<file path="src/rtl/instr_fetch_unit.sv">
// Instruction fetch front end: PC, in-order imem requests, response FIFO to decode,
// and branch redirect with flush of stale in-flight responses.
module instr_fetch_unit #(
  parameter int unsigned     XLEN     = 32,
  parameter logic [XLEN-1:0] RESET_PC = '0,
  parameter int unsigned     DEPTH    = 2
) (
  input  logic            clk,
  input  logic            rst_n,
  output logic            imem_req_valid,
  output logic [XLEN-1:0] imem_req_addr,
  input  logic            imem_req_ready,
  input  logic            imem_rsp_valid,
  input  logic [XLEN-1:0] imem_rsp_data,
  input  logic            redirect_valid,
  input  logic [XLEN-1:0] redirect_pc,
  output logic            id_valid,
  output logic [XLEN-1:0] id_instr,
  output logic [XLEN-1:0] id_pc,
  output logic [6:0]      id_opcode,
  input  logic            id_ready
);

  localparam int unsigned CW = $clog2(DEPTH + 1);
  localparam int unsigned SW = CW + 1;
  localparam int unsigned IW = (DEPTH > 1) ? $clog2(DEPTH) : 1;

  localparam logic [0:0] RUN   = 1'b0;
  localparam logic [0:0] FLUSH = 1'b1;

  logic [0:0]      state_q, state_d;
  logic [XLEN-1:0] pc_q, pc_d;
  logic [CW-1:0]   outst_q, outst_d;
  logic [CW-1:0]   cnt_q, cnt_d;
  logic [XLEN-1:0] tag_q [DEPTH];
  logic [XLEN-1:0] tag_d [DEPTH];
  logic [XLEN-1:0] instr_q [DEPTH];
  logic [XLEN-1:0] instr_d [DEPTH];
  logic [XLEN-1:0] fpc_q [DEPTH];
  logic [XLEN-1:0] fpc_d [DEPTH];
  logic            req_valid_q, req_valid_d;
  logic            id_valid_q, id_valid_d;

  logic            req_fire, rsp_fire, pop;
  logic [IW-1:0]   push_idx, tag_idx;
  logic [SW-1:0]   occ_d;

  // Next-state: redirect dominates; FIFO and tag queue are shift registers with head at index 0
  always_comb begin
    state_d  = state_q;
    pc_d     = pc_q;
    outst_d  = outst_q;
    cnt_d    = cnt_q;
    tag_d    = tag_q;
    instr_d  = instr_q;
    fpc_d    = fpc_q;
    push_idx = '0;
    tag_idx  = '0;
    req_fire = req_valid_q && imem_req_ready;
    rsp_fire = imem_rsp_valid && (outst_q != '0);
    pop      = id_valid_q && id_ready;

    if (redirect_valid) begin
      // every in-flight request, including one accepted now, becomes stale
      pc_d    = redirect_pc;
      cnt_d   = '0;
      outst_d = outst_q + CW'(req_fire) - CW'(rsp_fire);
      state_d = (outst_d != '0) ? FLUSH : RUN;
    end else if (state_q == RUN) begin
      if (pop) begin
        for (int unsigned i = 0; i + 1 < DEPTH; i++) begin
          instr_d[IW'(i)] = instr_q[IW'(i + 1)];
          fpc_d[IW'(i)]   = fpc_q[IW'(i + 1)];
        end
      end
      if (rsp_fire) begin
        push_idx          = IW'(cnt_q - CW'(pop));
        instr_d[push_idx] = imem_rsp_data;
        fpc_d[push_idx]   = tag_q[0];
        for (int unsigned i = 0; i + 1 < DEPTH; i++) begin
          tag_d[IW'(i)] = tag_q[IW'(i + 1)];
        end
      end
      if (req_fire) begin
        tag_idx        = IW'(outst_q - CW'(rsp_fire));
        tag_d[tag_idx] = pc_q;
        pc_d           = pc_q + XLEN'(4);
      end
      cnt_d   = cnt_q + CW'(rsp_fire) - CW'(pop);
      outst_d = outst_q + CW'(req_fire) - CW'(rsp_fire);
    end else begin
      outst_d = outst_q - CW'(rsp_fire);
      if (outst_d == '0) begin
        state_d = RUN;
      end
    end

    occ_d       = SW'(outst_d) + SW'(cnt_d);
    req_valid_d = (state_d == RUN) && (occ_d < SW'(DEPTH));
    id_valid_d  = (cnt_d != '0);
  end

  always_ff @(posedge clk or negedge rst_n) begin
    if (!rst_n) begin
      state_q     <= RUN;
      pc_q        <= RESET_PC;
      outst_q     <= '0;
      cnt_q       <= '0;
      req_valid_q <= 1'b0;
      id_valid_q  <= 1'b0;
      for (int unsigned i = 0; i < DEPTH; i++) begin
        tag_q[IW'(i)]   <= '0;
        instr_q[IW'(i)] <= '0;
        fpc_q[IW'(i)]   <= '0;
      end
    end else begin
      state_q     <= state_d;
      pc_q        <= pc_d;
      outst_q     <= outst_d;
      cnt_q       <= cnt_d;
      req_valid_q <= req_valid_d;
      id_valid_q  <= id_valid_d;
      tag_q       <= tag_d;
      instr_q     <= instr_d;
      fpc_q       <= fpc_d;
    end
  end

  assign imem_req_valid = req_valid_q;
  assign imem_req_addr  = pc_q;
  assign id_valid       = id_valid_q;
  assign id_instr       = instr_q[0];
  assign id_pc          = fpc_q[0];
  assign id_opcode      = instr_q[0][6:0];

`ifndef SYNTHESIS
  // A response with nothing outstanding is a memory protocol violation
  rsp_without_req: assert property (@(posedge clk) disable iff (!rst_n)
    imem_rsp_valid |-> (outst_q != '0))
    else $error("imem response with no outstanding request");
`endif

endmodule

</file>
<file path="config.mk">
export PLATFORM = sky130hd
export DESIGN_NAME = instr_fetch_unit
export DESIGN_NICKNAME = d
export VERILOG_FILES = /design/src/rtl/instr_fetch_unit.sv
export SDC_FILE = /design/constraint.sdc
export NUM_CORES = 1
export LEC_CHECK = 0
export ABC_AREA = 1
export ABC_CLOCK_PERIOD_IN_PS = 2390
export CORE_ASPECT_RATIO = 1.5
export CORE_MARGIN = 5
export CORE_UTILIZATION = 41
export CTS_CLUSTER_SIZE = 25
export DETAILED_ROUTE_END_ITERATION = 8
export MAX_ROUTING_LAYER = met4
export PLACE_DENSITY = 0.65
export SLEW_MARGIN = 20
export SYNTH_ARGS = -nofsm -noshare
export SYNTH_HDL_FRONTEND = slang
export SYNTH_SLANG_ARGS = --single-unit
</file>
<file path="constraint.sdc">
create_clock -name clk -period 2.39 [get_ports clk]
set_input_delay 0.478 -clock clk [delete_from_list [all_inputs] [get_ports clk]]
set_output_delay 0.478 -clock clk [all_outputs]
set_load 0.05 [all_outputs]
</file>
After elaboration in Yosys (flattened, before gate mapping)
Cells that the tools add are included.
{"block": "word_totals", "register_bits": 231, "out_inout_bits": 105, "elab_cells": 76}
{"block": "op_classes", "n_addsub": 8, "order_cmp": 5, "eq_ne": 1, "mux": 30, "n_bitwise": 5, "reduce_logical": 15}
{"operator": "$mux W32", "n": 14}
{"operator": "$bwmux W64", "n": 3}
{"operator": "$mux W64", "n": 3}
{"operator": "$demux W32 S1", "n": 2}
{"operator": "$add A32 B3 Y32 const B", "n": 1}
{"operator": "$mux W2", "n": 4}
{"operator": "$reduce_bool A2 Y1", "n": 4}
{"operator": "$logic_and A1 B1 Y1", "n": 6}
{"operator": "$reduce_and A3 Y1", "n": 2}
{"operator": "$sub A2 B1 Y2", "n": 3}
{"operator": "$add A2 B1 Y2", "n": 2}
{"operator": "$ge A2 B2 Y1 const B", "n": 2}
{"operator": "$lt A2 B1 Y1 const B", "n": 2}
{"operator": "$mux W1", "n": 4}
{"operator": "$not A1 Y2", "n": 2}
{"operator": "$reduce_and A2 Y1", "n": 2}
{"operator": "$add A2 B2 Y3", "n": 1}
{"operator": "$lt A3 B2 Y1 const B", "n": 1}
{"operator": "$not A1 Y1", "n": 3}
{"operator": "$logic_not A2 Y1", "n": 1}
{"operator": "$ne A2 B2 Y1 const B", "n": 1}
{"operator": "$sub A1 B1 Y1", "n": 1}

Logic depth before layout (Yosys ltp)
Gate-level depths: netlist (run 1).
{"block": "depth", "word_depth": 10, "depth_mapped": 15}

Worst setup path before layout (run 1)
Ideal clock, no wire load.
{"block": "synth_timing", "kind": "reg2reg", "from": "register req_valid_q (netlist: imem_req_valid)", "to": "register req_valid_q (netlist: imem_req_valid)", "setup_time_ns": 0.071, "t_arrival_ns": 2.708, "required_ns": 2.319, "slack_ns": -0.389, "stages_incl_launch_ff": 16, "path_buffers": 1, "synth_period_minus_slack_ns": 2.779, "path_cell_list": "dfrtp_1 nand2_1 inv_2 clkbuf_1 nand2_1 nand2_1 ha_1 xnor2_1 inv_1 nand2_1 nand2_1 nand2_1 nand2_1 fa_1 or2_2 nor2_1"}
{"block": "synth_via", "elab_chain_len": 8, "word_cells_on_any_way": 12}
{"item": "start, declared", "line": "41", "text": "logic req_valid_q, req_valid_d;"}
{"item": "start signal, assigned", "line": "121", "text": "req_valid_q <= req_valid_d;"}
{"item": "$logic_and A1 B1 Y1 *", "line": "59", "text": "req_fire = req_valid_q && imem_req_ready;"}
{"item": "$add A2 B1 Y2 *", "line": "67, 90"}
{"item": "$sub A2 B1 Y2 *", "line": "67, 90"}
{"item": "$mux W2", "line": "69", "text": "end else if (state_q == RUN) begin"}
{"item": "$mux W2 *", "line": "63", "text": "if (redirect_valid) begin"}
{"item": "net outst_d[1]", "line": "33", "text": "logic [CW-1:0] outst_q, outst_d;"}
{"item": "$add A2 B2 Y3 *", "line": "98", "text": "occ_d = SW'(outst_d) + SW'(cnt_d);"}
{"item": "$lt A3 B2 Y1 *", "line": "99", "text": "req_valid_d = (state_d == RUN) && (occ_d < SW'(DEPTH));"}
{"item": "$logic_and A1 B1 Y1 *", "line": "99"}
{"item": "net req_valid_d", "line": "41"}
The timed path passes the listed nets; every way through them passes the cells marked *.
A chain may end at the register's enable or synchronous reset.

Final worst setup path (run 1)
{"block": "layout_timing", "from": "register outst_q[1]", "to": "register req_valid_q (netlist: imem_req_valid)"}
{"block": "layout_via", "word_cells_on_any_way": 21}
{"item": "start, declared", "line": "33"}
{"item": "start signal, assigned", "line": "119", "text": "outst_q <= outst_d;"}
{"item": "parallel branches: the longest is 4 deep, another holds $add A2 B1 Y2"}
{"item": "$mux W2 *", "line": "63"}
{"item": "net outst_d[1]", "line": "33"}
{"item": "$add A2 B2 Y3 *", "line": "98"}
{"item": "$lt A3 B2 Y1 *", "line": "99"}
{"item": "$logic_and A1 B1 Y1 *", "line": "99"}
{"item": "net req_valid_d", "line": "41"}
Mark *: on every way through the listed nets, which the timed path passes.

==> flow_metrics.py, run 1 <==
metrics = {
    "synthesis": {
        "synth_area_um2": 12400,
        "yosys_warnings": 0,
        "synth_cells": 1588,
        "syn-num-nets": 1662,
        "yosys.area.top_type": "dfrtp_1",
        "synth.avg_cell_area_um2": 7.82,
        "ys_seq_area_share_pct": 46.5,
        "yosysUniqueCellTypes": 35,
        "synth_top_area_share_pct": 46.5,
        "synth_seq_cells": 231,
        "yosys-top-cells-area": "dfrtp_1, nand2_1, o21ai_0, inv_1, a21oi_1",
    },
    "finish": {
        "area_growth_pct": 22.1,
        "utilization_pct": 50.5,
        "layout_common_cells": "nand2_1, dfrtp_1, o21ai_0",
        "nNetsFinal": 1756,
        "drive_above_1_share_pct": 12.5,
        "multi_input_area_um2": 4890,
        "fin_cells": 2100,
        "final_common_cell": "nand2_1",
        "diodes": 0,
        "nFillCells": 2951,
        "register_area_um2": 5780,
    },
    "power_and_ir_drop": {
        "p_leak_nw": 7.61,
        "p_comb_share_pct": 48.5,
        "totalPowerFinal_mw": 20.9,
        "swShare_pct": 44.3,
        "power_frac_seq_pct": 31.7,
        "p_switching_mw": 9.28,
        "power_frac_clock_pct": 19.8,
        "intPower_mw": 11.7,
        "power.density_nw_per_um2": 1380,
        "ir_worst_vdd_v": 0.000498,
    },
    "route": {
        "drtIter0Drc": 592,
        "drc": 0,
        "routed_via_density": 4.92,
        "dr.pass1.iters": 5,
        "ant_nets": 0,
        "wl_per_cell_um": 15.3,
        "wl_mm": 32.2,
        "via_count": 10341,
    },
    "floorplanning": {
        "die_x_um": 152,
        "std_cell_rows": 78,
        "core_um2": 30100,
        "start_util_pct": 41.3,
        "die_area_um2": 33900,
        "die_h_um": 223,
        "ios": 175,
    },
    "critical_path": {
        "r2r.worst_path.cells": 14,
        "crit_arrival_ns": 2.82,
        "required_ns": 2.86,
        "r2r-end": "imem_req_valid$_DFF_PN0_",
        "r2r_start": "outst_q[1]$_DFF_PN0_",
        "r2r_slack_ns": 0.04,
        "setup.worst_path.start_class": "flop",
        "crit_type": "reg2reg",
        "critPathMaxFanout": 5,
        "critPathCaptureType": "flop",
    },
    "status": {
        "status": "finished clean",
    },
    "placement": {
        "dp_cells": 2053,
        "place_congestion": 0.917,
        "dp_hpwl_mm": 22.7,
        "port-buffer-count": 174,
    },
    "timing": {
        "relSlewSlack_pct": 59.3,
        "finalClockSkew_ns": 0.0142,
        "rsz0062_at_grt": "yes",
        "tns_ns": 0,
        "fin_crit_ns": 2.35,
        "hold_viol_final": 0,
        "max_freq_mhz": 426,
        "slew_viol_final": 0,
        "period_share_pct": 98.3,
        "tightest_slew_ns": 0.611,
        "setup_violations": 0,
        "fin_hold_ws_ns": 0.443,
    },
    "global_routing": {
        "gr-total-overflow": 0,
        "grt_max_degree": 110,
        "globalRouteTotalUtil_pct": 19.3,
        "grt_pass1_wl_mm": 53.5,
        "grt_pass1_vias": 10171,
        "antenna_found_initial": 0,
    },
    "clocking": {
        "insertion_delay_ns": 0.53,
        "numCtsBuffers": 24,
        "clk_pin_slew_ns": 0.07,
        "cts_tree": "built",
        "clk_path_buf_depth": 3,
        "cts.sinks": 231,
        "htreeDepth": 1,
        "cts_root_buf": "clkbuf_16",
    },
    "job": {
        "cap_violations": 0,
    },
    "min_path": {
        "hold_path.class": "in2async",
    },
}
==> logic make-up (layout without fill, tap and decap cells) <==
family | after synthesis | after routing | synth area share (%)
simple gates | 586 | 586 | 20.2
compound gates | 393 | 393 | 17.8
fa+ha+maj | 4 | 4 | 0.463
xor+xnor | 9 | 9 | 0.695
flops | 231 | 231 | 46.5
buf+inv | 365 | 477 | 14.4
==> cells in the mapped netlist <==
| master | n |
|---|---|
| nand2_1 | 358 |
| nand3_1 | 73 |
| a21oi_1 | 121 |
| a22oi_1 | 13 |
| clkbuf_2 | 1 |
| nor2_1 | 75 |
| a31oi_1 | 2 |
| and2_1 | 2 |
| o21ai_0 | 197 |
| xor2_1 | 7 |
| inv_1 | 195 |
| buf_4 | 73 |
| nand2_2 | 3 |
| o21ai_1 | 4 |
| buf_6 | 15 |
| clkbuf_1 | 47 |
| ha_1 | 3 |
| fa_1 | 1 |
| inv_2 | 4 |
| nor2_8 | 1 |
| nand4_1 | 33 |
| or2_2 | 33 |
| o21ai_2 | 42 |
| buf_1 | 10 |
| or2_4 | 1 |
| o211ai_1 | 2 |
| nor3_1 | 2 |
| o221ai_1 | 1 |
| nor2_2 | 5 |
| o22ai_1 | 1 |
| xnor2_1 | 1 |
| a21oi_2 | 10 |
| dfrtp_1 | 231 |
| xor2_2 | 1 |
| buf_2 | 20 |
==> stage by stage <==
stage	setup slack, ns	area [µm²]
after floorplan	0.0203	12500
after global placement	-0.465	14200
after detailed placement	-0.518	14200
after CTS	-0.000331	15100
after global routing	-0.0962	15200
final	0.0398	15200
==> what timing repair did <==
action	CTS	global route
setup endpoints to repair	7	12
gates resized for setup	7	15
setup buffers	0	2
endpoints found under the hold margin	38	0
hold buffers	1	0
pin swaps	0	3
==> critical path, stage by stage, from the launching register on <==
cell,delay [ns]
dfrtp_1,0.43
o21ai_4,0.23
inv_2,0.09
nand2_2,0.07
nand2_1,0.06
ha_2,0.18
xnor2_2,0.15
inv_1,0.05
nand2_1,0.07
nand2_1,0.05
nand2_1,0.07
nand2_2,0.06
fa_1,0.44
or2_4,0.25
nor2_2,0.08
==> how the worst max path moves through the flow <==
stage | startpoint | to | depth (start not counted)
after global placement | imem_rsp_valid | imem_req_valid$_DFF_PN0_ | 15
after CTS | outst_q[1]$_DFF_PN0_ | imem_req_valid$_DFF_PN0_ | 14
after global routing | outst_q[1]$_DFF_PN0_ | imem_req_valid$_DFF_PN0_ | 14
final | outst_q[1]$_DFF_PN0_ | imem_req_valid$_DFF_PN0_ | 14
after floorplan | imem_req_valid$_DFF_PN0_ | imem_req_valid$_DFF_PN0_ | 15
after detailed placement | imem_rsp_valid | imem_req_valid$_DFF_PN0_ | 15
==> power groups by stage <==
stage / registers [mW] / logic [mW] / clock network, mW
floorplan: 6.79 / 7.67 / 0
global placement: 6.64 / 10.0 / 0
detailed placement: 6.69 / 10.2 / 0
CTS: 6.64 / 10.2 / 4.25
global route: 6.85 / 11.2 / 4.38
finish: 6.63 / 10.2 / 4.15
==> layout make-up <==
type	instances	share of cell area [%]
clock buffers	34	4.81
clock inverters	10	1.01
inverters	199	4.94
multi-input cells	992	32.3
flip-flops and latches	231	38.1
well taps	400	3.30
repair buffers	234	15.5
==> routing by layer <==
metal / track usage [%] / vias to the layer above / routed length (µm)
met4: 6.76 / 0 / 1080
li1: - / 5219 / -
met2: 32.8 / 244 / 16000
met5: - / - / 0
met3: 1.92 / 55 / 1270
met1: 24.0 / 4823 / 13800
No activity file was read; power rests on OpenSTA's default activity.
==> inputs of run 2 (changes only) <==
--- a/config.mk
+++ b/config.mk
@@ -12,6 +12,7 @@
 export CORE_UTILIZATION = 41
 export CTS_CLUSTER_SIZE = 25
 export DETAILED_ROUTE_END_ITERATION = 8
+export GPL_TIMING_DRIVEN = 0
 export MAX_ROUTING_LAYER = met4
 export PLACE_DENSITY = 0.65
 export SLEW_MARGIN = 20
==> flow_metrics.py, run 2 (synthesis results as in run 1) <==
metrics = {
    "floorplanning": {
        "die_area_um2": 33900,
        "start_util_pct": 41.3,
        "die_x_um": 152,
        "core_um2": 30100,
        "die_h_um": 223,
        "std_cell_rows": 78,
        "ios": 175,
    },
    "critical_path": {
        "setup.worst_path.start_class": "primary input",
        "cp.buffers_inverters": 4,
        "critPathCaptureType": "flop",
        "crit_slowest_cell": "clkdlybuf4s50_1",
        "crit_type": "in2reg",
        "critPathMaxFanout": 10,
        "required_ns": 2.83,
        "cp_cell_sequence": "clkdlybuf4s50_1 > nand2_4 > inv_4 > clkbuf_8 > nand2_1 > nand2_2 > ha_4 > xnor2_2 > inv_1 > nand2_1 > nand2_1 > nand2_1 > nand2_2 > fa_1 > or2_4 > nor2_4",
        "crit_top_cell": "nand2_1",
        "crit_arrival_ns": 2.88,
        "slowest_delay_ns": 0.49,
        "path_delay_family": "simple AND/OR/NAND/NOR gates",
    },
    "power_and_ir_drop": {
        "p_leak_nw": 7.92,
        "power_frac_seq_pct": 30.9,
        "power.density_nw_per_um2": 1370,
        "power_frac_clock_pct": 17.4,
        "swShare_pct": 44.4,
        "p_switching_mw": 9.57,
        "ir_worst_vdd_v": 0.000599,
        "intPower_mw": 12.0,
        "p_comb_share_pct": 51.7,
    },
    "placement": {
        "dp_cells": 2163,
        "dp_hpwl_mm": 26.9,
        "port-buffer-count": 173,
        "place_congestion": 0.879,
    },
    "clocking": {
        "htreeDepth": 1,
        "insertion_delay_ns": 0.51,
        "numCtsBuffers": 24,
        "clk_path_buf_depth": 3,
        "clk_pin_slew_ns": 0.06,
        "cts_tree": "built",
        "cts.sinks": 231,
        "cts_root_buf": "clkbuf_16",
    },
    "timing": {
        "rsz0062_at_grt": "yes",
        "fin_crit_ns": 2.44,
        "max_freq_mhz": 410,
        "setup_violations": 1,
        "tightest_slew_ns": 0.769,
        "finalClockSkew_ns": 0.0144,
        "relSlewSlack_pct": 48.7,
        "period_share_pct": 102,
        "fin_hold_ws_ns": 0.340,
        "hold_viol_final": 0,
        "slew_viol_final": 0,
        "setup_slack_ns": -0.0484,
    },
    "finish": {
        "fin_cells": 2214,
        "drive_above_1_share_pct": 15.2,
        "layout_common_cells": "nand2_1, dfrtp_1, o21ai_0",
        "final_common_cell": "nand2_1",
        "nNetsFinal": 1871,
        "nFillCells": 2976,
        "area_growth_pct": 26.6,
    },
    "job": {
        "cap_violations": 0,
    },
    "min_path": {
        "hold_path.class": "in2reg",
    },
    "route": {
        "dr.pass1.iters": 5,
        "ant_nets": 0,
        "wl_mm": 35.6,
        "wl_per_cell_um": 16.1,
        "routed_via_density": 4.92,
        "via_count": 10885,
        "drc": 0,
        "drtIter0Drc": 598,
    },
    "global_routing": {
        "grt_pass1_wl_mm": 58.3,
        "gr-total-overflow": 0,
        "antenna_found_initial": 1,
        "globalRouteTotalUtil_pct": 21.3,
        "grt_pass1_vias": 11062,
        "grt_max_degree": 98,
    },
    "status": {
        "failed_checks": "negative setup slack",
        "status": "finished with violations",
    },
}
[run 2: cell count changes in the layout (fill, tap and decap cells not counted), sizes merged]
cell           previous run  this run
diode                     0         1
bufinv                    4         2
dlymetal6s2s             11        14
clkdlybuf4s50           156       153
clkbuf                   34        84
dlygate4sd2               6         5
clkinv                    6         3
buf                      60       129
[run 2: final cells by class]
class | instances | area [µm²] | share of cell area, %
inverter | 199 | 752 | 4.78
sequential | 231 | 5780 | 36.8
clock inverter | 5 | 75.1 | 0.478
multi-input combinational | 992 | 4940 | 31.4
clock buffer | 37 | 701 | 4.46
timing repair buffer | 184 | 1890 | 12.0
tap | 400 | 500 | 3.18
buffer | 165 | 1070 | 6.81
antenna | 1 | 2.50 | 0.0159
[run 2: worst paths after layout]
check                                      from                           end  slack [ns]  cells after the start
setup / recovery                 imem_req_ready      imem_req_valid$_DFF_PN0_       -0.05                     16
min in group asynchronous                 rst_n       id_instr[5]$_DFFE_PN0P_        0.51                      2
setup reg to reg           outst_q[1]$_DFF_PN0_      imem_req_valid$_DFF_PN0_       -0.01                     15
max in group asynchronous                 rst_n                     async pin        0.67                      4
hold / removal                   redirect_valid  imem_req_addr[2]$_DFFE_PN0P_        0.34                      3
hold reg to reg                            flop                          flop        0.47                      2
[run 2: metal layers]
layer / track usage [%] / routed length [µm] / vias up
li1: - / - / 5456
met2: 39.0 / 18900 / 247
met1: 24.5 / 14400 / 5127
met5: - / 0 / -
met3: 2.33 / 1260 / 55
met4: 6.53 / 1030 / 0
[run 2: worst min-delay path, cell delays in order]
cell and delay [ns]:
buf_6 0.16, a22oi_1 0.10, o21ai_0 0.07
[run 2: metrics by stage]
step	power [mW]	utilization, %	TNS, ns	worst slack, ns	cell area [µm²]
global placement	17.5	48.9	-2099.40	-9.97	14700
global route	23.1	52.3	-0.131	-0.131	15700
detailed placement	17.7	49.1	-3.85	-1.04	14800
CTS	21.6	52.0	-0.0150	-0.0150	15600
floorplan	14.5	-	0	0.0203	12500
finish	21.6	52.3	-0.0484	-0.0484	15700
[run 2: power groups by stage]
stage / combinational (mW) / sequential, mW / clock, mW
2_1_floorplan: 7.67 / 6.79 / 0
3_3_place_gp: 10.8 / 6.70 / 0
3_5_place_dp: 11.0 / 6.73 / 0
4_1_cts: 11.1 / 6.66 / 3.83
5_1_grt: 12.2 / 6.89 / 4.01
6_report: 11.1 / 6.67 / 3.76
[run 2: timing repair]
| action | CTS | global route |
|---|---|---|
| gates resized for setup | 19 | 30 |
| buffers inserted | 7 | 1 |
| endpoints found under the hold margin | 59 | 0 |
| hold buffers | 1 | 0 |
| setup endpoints to repair | 5 | 16 |
| pin swaps | 5 | 3 |
==> inputs of run 3 (changes only) <==
--- a/config.mk
+++ b/config.mk
@@ -12,7 +12,6 @@
 export CORE_UTILIZATION = 41
 export CTS_CLUSTER_SIZE = 25
 export DETAILED_ROUTE_END_ITERATION = 8
-export GPL_TIMING_DRIVEN = 0
 export MAX_ROUTING_LAYER = met4
 export PLACE_DENSITY = 0.65
 export SLEW_MARGIN = 20
==> results of run 3 <==
The final DEF is identical to that of run 1; final timing and power are the same.
